==> config.mk <==
export PLATFORM = sky130hd
export DESIGN_NAME = gen_fifo_pop_sched
export DESIGN_NICKNAME = d
export VERILOG_FILES = /design/src/rtl/gen_fifo_sched_pkg.sv /design/src/rtl/gen_cnt_top.sv /design/src/rtl/gen_fifo_pop_sched.sv
export SDC_FILE = /design/constraint.sdc
export NUM_CORES = 1
export LEC_CHECK = 0
export ABC_AREA = 1
export CORE_UTILIZATION = 35
export CTS_CLUSTER_DIAMETER = 50
export DETAILED_ROUTE_END_ITERATION = 16
export PLACE_DENSITY = 0.76
export SLEW_MARGIN = 20
export SYNTH_ARGS = -nofsm -noshare
export SYNTH_HDL_FRONTEND = slang
export SYNTH_SLANG_ARGS = --single-unit
==> constraint.sdc <==
create_clock -name clk -period 2.05 [get_ports clk]
set_input_delay 0.3075 -clock clk [delete_from_list [all_inputs] [get_ports clk]]
set_output_delay 0.3075 -clock clk [all_outputs]
set_load 0.01 [all_outputs]
==> src/rtl/gen_fifo_sched_pkg.sv <==
// Shared types and the round-robin pick helper for the gen_fifo pop scheduler.
package gen_fifo_sched_pkg;

  typedef enum logic {
    IDLE  = 1'b0,
    SERVE = 1'b1
  } sched_state_t;

  // Widest eligibility vector the pick helper handles; callers zero-extend.
  localparam int unsigned RR_MAX_Q = 32;

  // First set bit of elig, searching last+1, last+2, ... modulo n_q.
  function automatic int unsigned rr_pick(input logic [RR_MAX_Q-1:0] elig,
                                          input int unsigned last,
                                          input int unsigned n_q);
    int unsigned start;
    int unsigned idx;
    logic        found;
    rr_pick = 0;
    found   = 1'b0;
    start   = (last + 1 >= n_q) ? 0 : last + 1;
    for (int unsigned i = 0; i < RR_MAX_Q; i++) begin
      if (i < n_q) begin
        idx = start + i;
        if (idx >= n_q) idx = idx - n_q;
        if (!found && elig[idx[4:0]]) begin
          rr_pick = idx;
          found   = 1'b1;
        end
      end
    end
  endfunction

endpackage

==> src/rtl/gen_cnt_top.sv <==
// Clearable up-counter; clear wins over increment.
module gen_cnt_top #(
  parameter int CNT_W = 4
) (
  input  logic             clk,
  input  logic             rst_n,
  input  logic             clr,
  input  logic             inc,
  output logic [CNT_W-1:0] cnt
);

  always_ff @(posedge clk) begin
    if (!rst_n) begin
      cnt <= '0;
    end else if (clr) begin
      cnt <= '0;
    end else if (inc) begin
      cnt <= cnt + CNT_W'(1);
    end
  end

endmodule

==> src/rtl/gen_fifo_pop_sched.sv <==
// Weighted round-robin pop scheduler: drains N_Q FIFOs onto one downstream port,
// serving up to cfg_burst entries per grant with a one-cycle arbitration bubble.
module gen_fifo_pop_sched
  import gen_fifo_sched_pkg::*;
#(
  parameter int N_Q     = 4,
  parameter int BURST_W = 4,
  localparam int QID_W  = $clog2(N_Q)
) (
  input  logic                   clk,
  input  logic                   rst_n,
  input  logic [N_Q-1:0]         cfg_en,
  input  logic [N_Q*BURST_W-1:0] cfg_burst,
  input  logic [N_Q-1:0]         q_empty,
  input  logic                   dst_rdy,
  output logic [N_Q-1:0]         pop,
  output logic                   out_vld,
  output logic [QID_W-1:0]       out_qid,
  output logic                   sts_busy,
  output logic [QID_W-1:0]       sts_cur_q
);

  // Handshake: pop[q] is a one-cycle request to queue q, only raised when
  // dst_rdy is high and q is enabled and non-empty; the entry appears on the
  // shared read data one cycle later, flagged by out_vld/out_qid.

  sched_state_t         state, state_nxt;
  logic [QID_W-1:0]     cur_q, cur_q_nxt;
  logic [QID_W-1:0]     last_q, last_q_nxt;
  logic [QID_W-1:0]     rr_next;
  logic [N_Q-1:0]       elig;
  logic [N_Q-1:0]       pop_c;
  logic [BURST_W-1:0]   burst_cnt;
  logic [BURST_W-1:0]   cur_burst;
  logic [BURST_W-1:0]   burst_lim_m1;
  logic                 cur_empty;
  logic                 cur_en;
  logic                 grant;
  logic                 exit_srv;
  logic                 pop_any;

  assign elig      = cfg_en & ~q_empty;
  assign cur_empty = q_empty[cur_q];
  assign cur_en    = cfg_en[cur_q];
  assign rr_next   = QID_W'(rr_pick(RR_MAX_Q'(elig), 32'(last_q), N_Q));

  always_comb begin
    cur_burst = '0;
    for (int q = 0; q < N_Q; q++) begin
      if (cur_q == QID_W'(q)) cur_burst = cfg_burst[q*BURST_W +: BURST_W];
    end
  end

  // A programmed burst of 0 behaves as a burst of 1.
  assign burst_lim_m1 = (cur_burst == '0) ? '0 : cur_burst - BURST_W'(1);

  always_comb begin
    state_nxt  = state;
    cur_q_nxt  = cur_q;
    last_q_nxt = last_q;
    grant      = 1'b0;
    exit_srv   = 1'b0;
    pop_c      = '0;
    case (state)
      IDLE: begin
        if (|elig) begin
          grant     = 1'b1;
          cur_q_nxt = rr_next;
          state_nxt = SERVE;
        end
      end
      SERVE: begin
        if (dst_rdy && !cur_empty && cur_en) pop_c[cur_q] = 1'b1;
        // >= so a mid-grant shrink of cfg_burst ends the grant on the next pop.
        exit_srv = cur_empty || !cur_en ||
                   ((|pop_c) && (burst_cnt >= burst_lim_m1));
        if (exit_srv) begin
          state_nxt  = IDLE;
          last_q_nxt = cur_q;
        end
      end
      default: state_nxt = IDLE;
    endcase
    if (!rst_n) pop_c = '0;
  end

  assign pop     = pop_c;
  assign pop_any = |pop_c;

  always_ff @(posedge clk) begin
    if (!rst_n) begin
      state   <= IDLE;
      cur_q   <= '0;
      last_q  <= QID_W'(N_Q - 1);
      out_vld <= 1'b0;
      out_qid <= '0;
    end else begin
      state   <= state_nxt;
      cur_q   <= cur_q_nxt;
      last_q  <= last_q_nxt;
      out_vld <= pop_any;
      if (pop_any) out_qid <= cur_q;
    end
  end

  gen_cnt_top #(
    .CNT_W (BURST_W)
  ) u_burst_cnt (
    .clk   (clk),
    .rst_n (rst_n),
    .clr   (grant),
    .inc   (pop_any),
    .cnt   (burst_cnt)
  );

  assign sts_busy  = (state == SERVE);
  assign sts_cur_q = cur_q;

endmodule

==> results.py, run 1 <==
metrics = {
    "run_status": {
        "status": "complete, but fails checks",
        "violations": "setup timing",
    },
    "flow_run": {
        "cap_violations": 0,
    },
    "clock_tree": {
        "clock_path_buffers": 2,
        "clock_sinks": 12,
        "cts_tree": "yes",
        "root_buffer": "clkbuf_4",
        "cts-hold-fix-buffers": 0,
        "numCtsBuffers": 3,
        "clk_pin_slew_worst_paths_ns": 0.07,
        "clk_latency_ns": 0.27,
        "ctsHtreeMaxLevel": 1,
    },
    "layout": {
        "drive_gt1_share_pct": 27.84,
        "diodes": 0,
        "instances_no_fill": 319,
        "fin_util_pct": 57.56,
        "n_fill_cell": 338,
        "nets": 309,
        "area_growth_pct": 57.76,
    },
    "timing": {
        "finalSetupTns_ns": -0.4150,
        "slew_violations": 0,
        "relSlewSlack_pct": 79.11,
        "final.period_utilization_pct": 108.0,
        "setup_viol": 4,
        "finalWorstSetupSlack_ns": -0.1646,
        "fmax_mhz": 451.5,
        "min_period_ns": 2.215,
        "rsz0062_at_grt": "yes",
        "fin_skew_ns": 0.003976,
        "finalHoldViolations": 0,
        "tightest_slew_ns": 0.3125,
        "worst_hold_slack_ns": 0.4626,
    },
    "worst_setup_path": {
        "worst-path-buf-inv": 3,
        "crit_top_cell": "nand3_1",
        "cp_max_fo": 5,
        "arrival_ns": 2.37,
        "crit_family": "simple AND/OR/NAND/NOR gates",
        "path_class": "reg2reg",
        "path_depth": 17,
        "cp_data_required_time_ns": 2.21,
        "crit_chain": "buf_4 -> nor2_4 -> nand2_1 -> nand3_2 -> a21oi_2 -> buf_4 -> nor2_2 -> a21oi_2 -> ha_1 -> inv_1 -> o21bai_1 -> nand3_1 -> nand3_1 -> a21o_2 -> nand2_2 -> nand2_1 -> nand3_1",
        "reg2regPathDepth": 17,
        "cp-end-kind": "register",
        "slowest_delay_ns": 0.37,
        "slowest_stage": "dfxtp_4",
        "crit_path_start_kind": "register",
    },
    "synth": {
        "ys_ff_latch": 12,
        "synth_edf_count": 0,
        "yosys.area.top_type": "nand2_1",
        "synth.area.top_cells": "nand2_1 (20%), dfxtp_1 (20%), nand3_1 (9.9%), inv_1 (9.2%), ha_1 (8.2%)",
        "yosysUniqueCellTypes": 27,
        "netlist_instances": 208,
        "yosysWarnings": 0,
        "synth.most_common_cell": "nand2_1",
        "synth.top_cell.area_share_pct": 20.04,
        "synth.avg_cell_area_um2": 5.853,
        "syn-num-nets": 243,
        "async_reset_ff_share_pct": 0,
        "ys.flop_type": "dfxtp_1",
        "synth-seq-area-share_pct": 19.73,
        "syn_area_mm2": 0.001217,
        "synth_commonest_cells": "nand2_1 (65), inv_1 (30), nand3_1 (24), nor2_1 (20), dfxtp_1 (12)",
    },
    "power_and_ir_drop": {
        "peakVddDrop_uv": 567.0,
        "powerDensity_mw_per_mm2": 1326,
        "finalPower_mw": 2.547,
        "cellLeakagePower_nw": 0.9712,
    },
    "die": {
        "rows": 21,
        "ios": 37,
        "die_width_um": 60.98,
        "initial_core_util_pct": 36.48,
        "die-area_mm2": 0.003718,
        "fp.coreArea_mm2": 0.003337,
        "die_h_um": 60.98,
    },
    "global_routing": {
        "grt.total_usage_pct": 19.46,
        "grt_max_degree": 10,
        "grt_pass1_vias": 1391,
        "antenna_found_initial": 0,
        "grt_pass1_wl_um": 5554,
        "grt_overflow": 0,
    },
    "drt": {
        "drt-total-wl_um": 3379,
        "antenna_left": 0,
        "drtIter0Drc": 66,
        "vias": 1466,
        "post-route-drc-count": 0,
        "wl_per_cell_um": 10.59,
        "drt_first_pass_iters": 4,
        "routed_via_density": 4.596,
    },
    "place": {
        "routabilityCongestion": 0.7910,
        "dp.cells": 308,
        "port_buffers": 36,
        "dp_hpwl_um": 2643,
    },
    "worst_hold_path": {
        "hold_class": "reg2reg",
        "whs_path_depth": 2,
    },
}
final timing paths:
path	from	end	slack, ns
worst max-delay path	sts_cur_q[1]$_SDFFE_PN0P_	last_q[0]$_SDFFE_PN1P_	-0.16
worst min-delay path	out_qid[1]$_SDFFE_PN0P_	out_qid[1]$_SDFFE_PN0P_	0.46
worst max register to register	sts_cur_q[1]$_SDFFE_PN0P_	last_q[0]$_SDFFE_PN1P_	-0.16
worst min register to register	out_qid[1]$_SDFFE_PN0P_	out_qid[1]$_SDFFE_PN0P_	0.46
per-layer routing:
metal | share of wire [%] | global-route usage (%) | vias up
li1 | - | - | 797
met1 | 46 | 23.68 | 622
met2 | 47 | 35.64 | 40
met3 | 5.8 | 3.198 | 7
met4 | 0.80 | 4.545 | 0
met5 | 0 | 0 | -
cells in the final DEF, fill, tap and decap left out, types with 3 or more instances in the layout:
| cell type | synthesis | final |
|---|---|---|
| nand2_2 | 3 | 7 |
| buf_4 | 0 | 26 |
| nand3_2 | 0 | 4 |
| a21oi_1 | 9 | 6 |
| buf_2 | 0 | 4 |
| nand2_1 | 65 | 61 |
| clkbuf_4 | 0 | 3 |
| inv_2 | 4 | 7 |
| dfxtp_1 | 12 | 10 |
| nor3_2 | 0 | 4 |
| a21oi_2 | 1 | 4 |
| nor2_1 | 20 | 19 |
| o21ai_2 | 2 | 3 |
| o21ai_0 | 8 | 4 |
| nand3_1 | 24 | 20 |
| o21ai_1 | 1 | 4 |
| clkdlybuf4s50_1 | 0 | 32 |
| ha_1 | 8 | 7 |
| inv_1 | 30 | 26 |
| nor2_4 | 3 | 4 |
flip-flops by register name, indices dropped and copies added (netlist names):
name,flops
last_q,2
u_burst_cnt.cnt,4
sts_cur_q,2
out_qid,2
out_vld,1
sts_busy,1
cells by family after synthesis:
group,Yosys count,synth area share (%)
adder cells (fa/ha/maj),8,8.222
XOR/XNOR,2,1.439
buffers and inverters,35,11.41
flip-flops,12,19.73
AND/OR/NAND/NOR,126,47.07
AO/OA/AOI/OAI,25,12.13
area by class of cell:
type | count | area, um^2 | area share [%]
Clock buffer | 4 | 26.28 | 1.368
Inverter | 34 | 130.1 | 6.775
Sequential cell | 12 | 247.7 | 12.90
Multi-Input combinational cell | 161 | 923.4 | 48.08
Tap cell | 46 | 57.56 | 2.997
Timing Repair Buffer | 62 | 535.5 | 27.88
through the flow:
step,worst slack (ns),cell area (um^2)
CTS,-0.1664,1883
global placement,-0.3663,1780
detailed placement,-0.4192,1780
floorplan,0.0007774,1231
finish,-0.1646,1921
global route,-0.3263,1921
what timing repair did:
item | 4_1_cts | 5_1_grt
setup buffers | 4 | 3
resized for setup | 34 | 8
pin swaps | 6 | 13
endpoints found under the setup margin | 7 | 7
report_power, final:
part	internal, mW	total, mW	switching [mW]
combinational	0.928	2.03	1.10
clock	0.0752	0.148	0.0729
sequential	0.294	0.371	0.0770
total	1.30	2.55	1.25
worst reg2reg max path: cells and delay by family (launching register included):
family                   cells  cell delay, ns
AO/OA/AOI/OAI                4            0.38
adder cells (fa/ha/maj)      1            0.29
buffers and inverters        3            0.32
flip-flops                   1            0.37
AND/OR/NAND/NOR              9            0.75
Note: power is estimated with default switching activity, not from simulation.
==> run 2, diff against run 1 <==
- SKIP_CTS_REPAIR_TIMING: unset -> 1
==> results.py, run 2 (same netlist as run 1, synthesis figures left out) <==
metrics = {
    "timing": {
        "worst_hold_slack_ns": 0.4623,
        "finalWorstSetupSlack_ns": -0.2418,
        "final.period_utilization_pct": 111.8,
        "fmax_mhz": 436.3,
        "fin_skew_ns": 0.003580,
        "setup_viol": 3,
        "rsz0062_at_grt": "yes",
        "slew_violations": 0,
        "tightest_slew_ns": 0.3223,
        "finalHoldViolations": 0,
        "relSlewSlack_pct": 78.46,
        "min_period_ns": 2.292,
    },
    "worst_setup_path": {
        "crit_family": "compound AO/OA/AOI/OAI gates",
        "slowest_delay_ns": 0.38,
        "crit_top_cell": "nand3_1",
        "cp-end-kind": "register",
        "path_depth": 16,
        "cp_data_required_time_ns": 2.21,
        "cp_max_fo": 4,
        "arrival_ns": 2.45,
        "crit_path_start_kind": "register",
        "worstReg2RegStart": "sts_cur_q[1]$_SDFFE_PN0P_",
        "slowest_stage": "dfxtp_4",
        "reg2reg_to": "last_q[0]$_SDFFE_PN1P_",
        "reg2reg_slack_ns": -0.24,
        "worst-path-buf-inv": 4,
        "crit_chain": "inv_4 -> nor2_4 -> inv_2 -> o21ai_1 -> o21ai_1 -> inv_1 -> nand2_1 -> a21oi_2 -> ha_1 -> inv_1 -> o21bai_1 -> nand3_1 -> nand3_1 -> a21o_2 -> nand3_1 -> nand3_1",
        "reg2regPathDepth": 16,
        "path_class": "reg2reg",
    },
    "drt": {
        "wl_per_cell_um": 10.76,
        "routed_via_density": 4.604,
        "drtIter0Drc": 46,
        "post-route-drc-count": 0,
        "drt_first_pass_iters": 4,
        "vias": 1455,
        "drt-total-wl_um": 3401,
        "antenna_left": 0,
    },
    "die": {
        "rows": 21,
        "die_h_um": 60.98,
        "initial_core_util_pct": 36.48,
        "fp.coreArea_mm2": 0.003337,
        "die_width_um": 60.98,
        "die-area_mm2": 0.003718,
        "ios": 37,
    },
    "layout": {
        "diodes": 0,
        "nets": 306,
        "final_common_cell": "nand2_1",
        "largest_register_ffs": 4,
        "top_register": "u_burst_cnt.cnt",
        "area_growth_pct": 54.37,
        "finish.instance_area_mm2": 0.001879,
        "fin_util_pct": 56.32,
        "instances_no_fill": 316,
        "layout_common_cells": "nand2_1 (61), clkdlybuf4s50_1 (32), inv_1 (26)",
        "drive_gt1_share_pct": 25.56,
    },
    "worst_hold_path": {
        "holdPathEnd": "out_qid[1]$_SDFFE_PN0P_",
        "whs_path_depth": 2,
        "hold_class": "reg2reg",
        "min_from": "out_qid[1]$_SDFFE_PN0P_",
    },
    "global_routing": {
        "grt.total_usage_pct": 18.84,
        "grt_pass1_vias": 1325,
        "grt_max_degree": 10,
        "grt_pass1_wl_um": 5354,
        "antenna_found_initial": 0,
        "grt_overflow": 0,
    },
    "place": {
        "dp_hpwl_um": 2643,
        "dp.cells": 308,
        "routabilityCongestion": 0.7910,
        "place_area_mm2": 0.001780,
        "port_buffers": 36,
    },
    "run_status": {
        "status": "complete, but fails checks",
        "violations": "setup timing",
    },
    "clock_tree": {
        "ctsHtreeMaxLevel": 1,
        "numCtsBuffers": 3,
        "clock_sinks": 12,
        "clk_latency_ns": 0.27,
        "clk_pin_slew_worst_paths_ns": 0.07,
        "clock_path_buffers": 2,
        "cts_tree": "yes",
        "root_buffer": "clkbuf_4",
    },
    "power_and_ir_drop": {
        "cellLeakagePower_nw": 0.9535,
        "peakVddDrop_uv": 550.7,
        "powerDensity_mw_per_mm2": 1320,
    },
    "flow_run": {
        "cap_violations": 0,
    },
}
[run 2: cell count changes in the layout (fill, tap and decap cells not counted), sizes merged]
cell    change
clkbuf      +2
buf         -5
[run 2: per-stage QoR]
stage / worst slack [ns] / power [mW] / TNS (ns)
floorplan: 0.0007774 / 1.520 / 0
global placement: -0.3663 / 2.047 / -2.183
detailed placement: -0.4192 / 2.090 / -2.362
CTS: -0.3784 / 2.248 / -1.920
global route: -0.3996 / 2.734 / -1.197
finish: -0.2418 / 2.480 / -0.6454
[run 2: cell type report]
| type | instances | area, um^2 |
|---|---|---|
| fill | 339 | 1458 |
| multi-input combinational | 161 | 900.9 |
| timing repair buffer | 59 | 516.7 |
| sequential | 12 | 247.7 |
| inverter | 34 | 130.1 |
| tap | 46 | 57.56 |
| clock buffer | 4 | 26.28 |
[run 2: metal layers]
| metal | global-route usage (%) | vias up | routed length [um] | share of wire, % |
|---|---|---|---|---|
| met1 | 23.42 | 623 | 1529 | 45 |
| met3 | 2.985 | 7 | 218 | 6.4 |
| met2 | 34.22 | 40 | 1614 | 47 |
| met4 | 3.896 | 0 | 39 | 1.1 |
| met5 | 0 | - | 0 | 0 |
| li1 | - | 785 | - | - |
[run 2: how the worst max path moves through the flow]
| stage | from | to | slack [ns] |
|---|---|---|---|
| floorplan | sts_cur_q[0]$_SDFFE_PN0P_ | last_q[0]$_SDFFE_PN1P_ | 0.0008 |
| global placement | cfg_burst[2] | last_q[0]$_SDFFE_PN1P_ | -0.37 |
| detailed placement | cfg_burst[2] | last_q[0]$_SDFFE_PN1P_ | -0.42 |
| CTS | sts_cur_q[1]$_SDFFE_PN0P_ | pop[0] | -0.38 |
| global route | sts_cur_q[1]$_SDFFE_PN0P_ | last_q[0]$_SDFFE_PN1P_ | -0.40 |
| finish | sts_cur_q[1]$_SDFFE_PN0P_ | last_q[0]$_SDFFE_PN1P_ | -0.24 |
[run 2: tightest hold or removal path: stages (launching register included)]
cell and delay (ns):
dfxtp_1 0.31, nand2_1 0.06, a21oi_1 0.05
[run 2: power breakdown]
group	switching [mW]	internal, mW	leakage, nW	total [mW]
Sequential	0.0774	0.294	0.0992	0.371
Combinational	1.08	0.876	0.839	1.96
Clock	0.0744	0.0753	0.0150	0.150
==> run 3, diff against run 2 <==
- CORE_MARGIN: unset -> 4
- CTS_BUF_LIST: unset -> sky130_fd_sc_hd__clkbuf_16
- GPL_TIMING_DRIVEN: unset -> 0
==> results.py, run 3 (same netlist as run 1, synthesis figures left out) <==
metrics = {
    "worst_setup_path": {
        "critPathLaunch": "sts_cur_q[0]$_SDFFE_PN0P_",
        "slowest_stage": "dfxtp_2",
        "reg2regPathDepth": 19,
        "worstReg2RegStart": "sts_cur_q[0]$_SDFFE_PN0P_",
        "cp_data_required_time_ns": 2.17,
        "cp-end-kind": "register",
        "endpoint": "last_q[0]$_SDFFE_PN1P_",
        "reg2reg_to": "last_q[0]$_SDFFE_PN1P_",
        "crit_chain": "buf_8 -> nor2_4 -> nand2_1 -> nand2_1 -> inv_2 -> nand3_2 -> inv_2 -> buf_6 -> nor2_4 -> a21oi_2 -> ha_1 -> inv_1 -> o21bai_1 -> nand3_1 -> nand3_1 -> a21o_2 -> nand2_2 -> nand2_1 -> nand3_2",
        "path_class": "reg2reg",
        "cp_max_fo": 6,
        "crit_path_start_kind": "register",
        "arrival_ns": 2.42,
        "reg2reg_slack_ns": -0.25,
        "crit_top_cell": "nand2_1",
        "slowest_delay_ns": 0.32,
    },
    "timing": {
        "setup_viol": 4,
        "tightest_slew_ns": 0.3495,
        "finalHoldViolations": 0,
        "final.period_utilization_pct": 112.3,
        "slew_violations": 0,
        "finalSetupTns_ns": -0.6531,
        "min_period_ns": 2.303,
        "worst_hold_slack_ns": 0.4957,
        "fmax_mhz": 434.3,
        "finalWorstSetupSlack_ns": -0.2526,
        "rsz0062_at_grt": "yes",
        "fin_skew_ns": 0.004192,
        "relSlewSlack_pct": 76.64,
    },
    "global_routing": {
        "antenna_found_initial": 0,
        "grt_max_degree": 10,
        "grt_pass1_wl_um": 5009,
        "grt_pass1_vias": 1246,
        "grt_overflow": 0,
        "grt.total_usage_pct": 14.15,
    },
    "drt": {
        "post-route-drc-count": 0,
        "antenna_left": 0,
        "vias": 1424,
        "wl_per_cell_um": 10.93,
        "drt-total-wl_um": 3355,
        "drtIter0Drc": 62,
        "drt_first_pass_iters": 4,
        "routed_via_density": 4.638,
    },
    "clock_tree": {
        "clk_latency_ns": 0.24,
        "clock_sinks": 12,
        "numCtsBuffers": 3,
        "cts_tree": "yes",
        "ctsHtreeMaxLevel": 1,
        "root_buffer": "clkbuf_16",
        "clock_path_buffers": 2,
        "clk_pin_slew_worst_paths_ns": 0.04,
    },
    "power_and_ir_drop": {
        "cellLeakagePower_nw": 0.9714,
        "finalPower_mw": 2.809,
        "powerDensity_mw_per_mm2": 1432,
        "peakVddDrop_uv": 738.0,
    },
    "layout": {
        "largest_register_ffs": 4,
        "drive_gt1_share_pct": 28.35,
        "top_register": "u_burst_cnt.cnt",
        "fin_util_pct": 58.79,
        "finish.instance_area_mm2": 0.001962,
        "diodes": 0,
        "final_common_cell": "nand2_1",
        "nets": 297,
        "layout_common_cells": "nand2_1 (59), clkdlybuf4s50_1 (32), inv_1 (24)",
        "instances_no_fill": 307,
        "area_growth_pct": 61.15,
    },
    "die": {
        "fp.coreArea_mm2": 0.003337,
        "rows": 21,
        "die_h_um": 66.98,
        "ios": 37,
        "initial_core_util_pct": 36.48,
        "die_width_um": 66.98,
        "die-area_mm2": 0.004486,
    },
    "place": {
        "dp.cells": 290,
        "pre_cts_ws_ns": -0.4451,
        "routabilityCongestion": 0.9482,
        "dp_hpwl_um": 2480,
        "port_buffers": 36,
        "place_area_mm2": 0.001649,
    },
    "flow_run": {
        "cap_violations": 0,
    },
    "run_status": {
        "violations": "setup timing",
        "status": "complete, but fails checks",
    },
    "worst_hold_path": {
        "hold_class": "reg2reg",
    },
}
[run 3: power breakdown]
group	internal (mW)	total, mW	leakage [nW]	switching, mW
clock network	0.256	0.348	0.0423	0.0928
logic	0.909	2.10	0.830	1.19
registers	0.291	0.364	0.0989	0.0736
[run 3: worst min path at each step]
stage,from,to,slack [ns],depth (start not counted)
floorplan,rst_n,last_q[0]$_SDFFE_PN1P_,0.39,1
global placement,out_qid[1]$_SDFFE_PN0P_,out_qid[1]$_SDFFE_PN0P_,0.46,2
detailed placement,out_qid[1]$_SDFFE_PN0P_,out_qid[1]$_SDFFE_PN0P_,0.47,2
CTS,out_qid[1]$_SDFFE_PN0P_,out_qid[1]$_SDFFE_PN0P_,0.50,2
global route,out_qid[1]$_SDFFE_PN0P_,out_qid[1]$_SDFFE_PN0P_,0.52,2
finish,out_qid[1]$_SDFFE_PN0P_,out_qid[1]$_SDFFE_PN0P_,0.50,2
[run 3: worst max-delay path, delay by kind of cell (launching register included)]
family / cells / cell delay, ns
AND/OR/NAND/NOR: 10 / 0.83
buffers and inverters: 5 / 0.38
AO/OA/AOI/OAI: 3 / 0.37
flip-flops: 1 / 0.32
adder cells (fa/ha/maj): 1 / 0.29
[run 3: layer usage]
metal	wire, um	GRT usage (%)
met1	1535	18.61
met2	1529	22.90
met5	0	0
met3	251	2.867
met4	38	4.557
[run 3: final cells by class]
type,instances,area [um^2]
fillers,316,1375
multi-input cells,161,982.2
repair buffers,49,445.4
flip-flops and latches,12,245.2
inverters,34,137.6
clock buffers,3,75.07
well taps,46,57.56
plain buffers,1,15.01
clock inverters,1,3.754
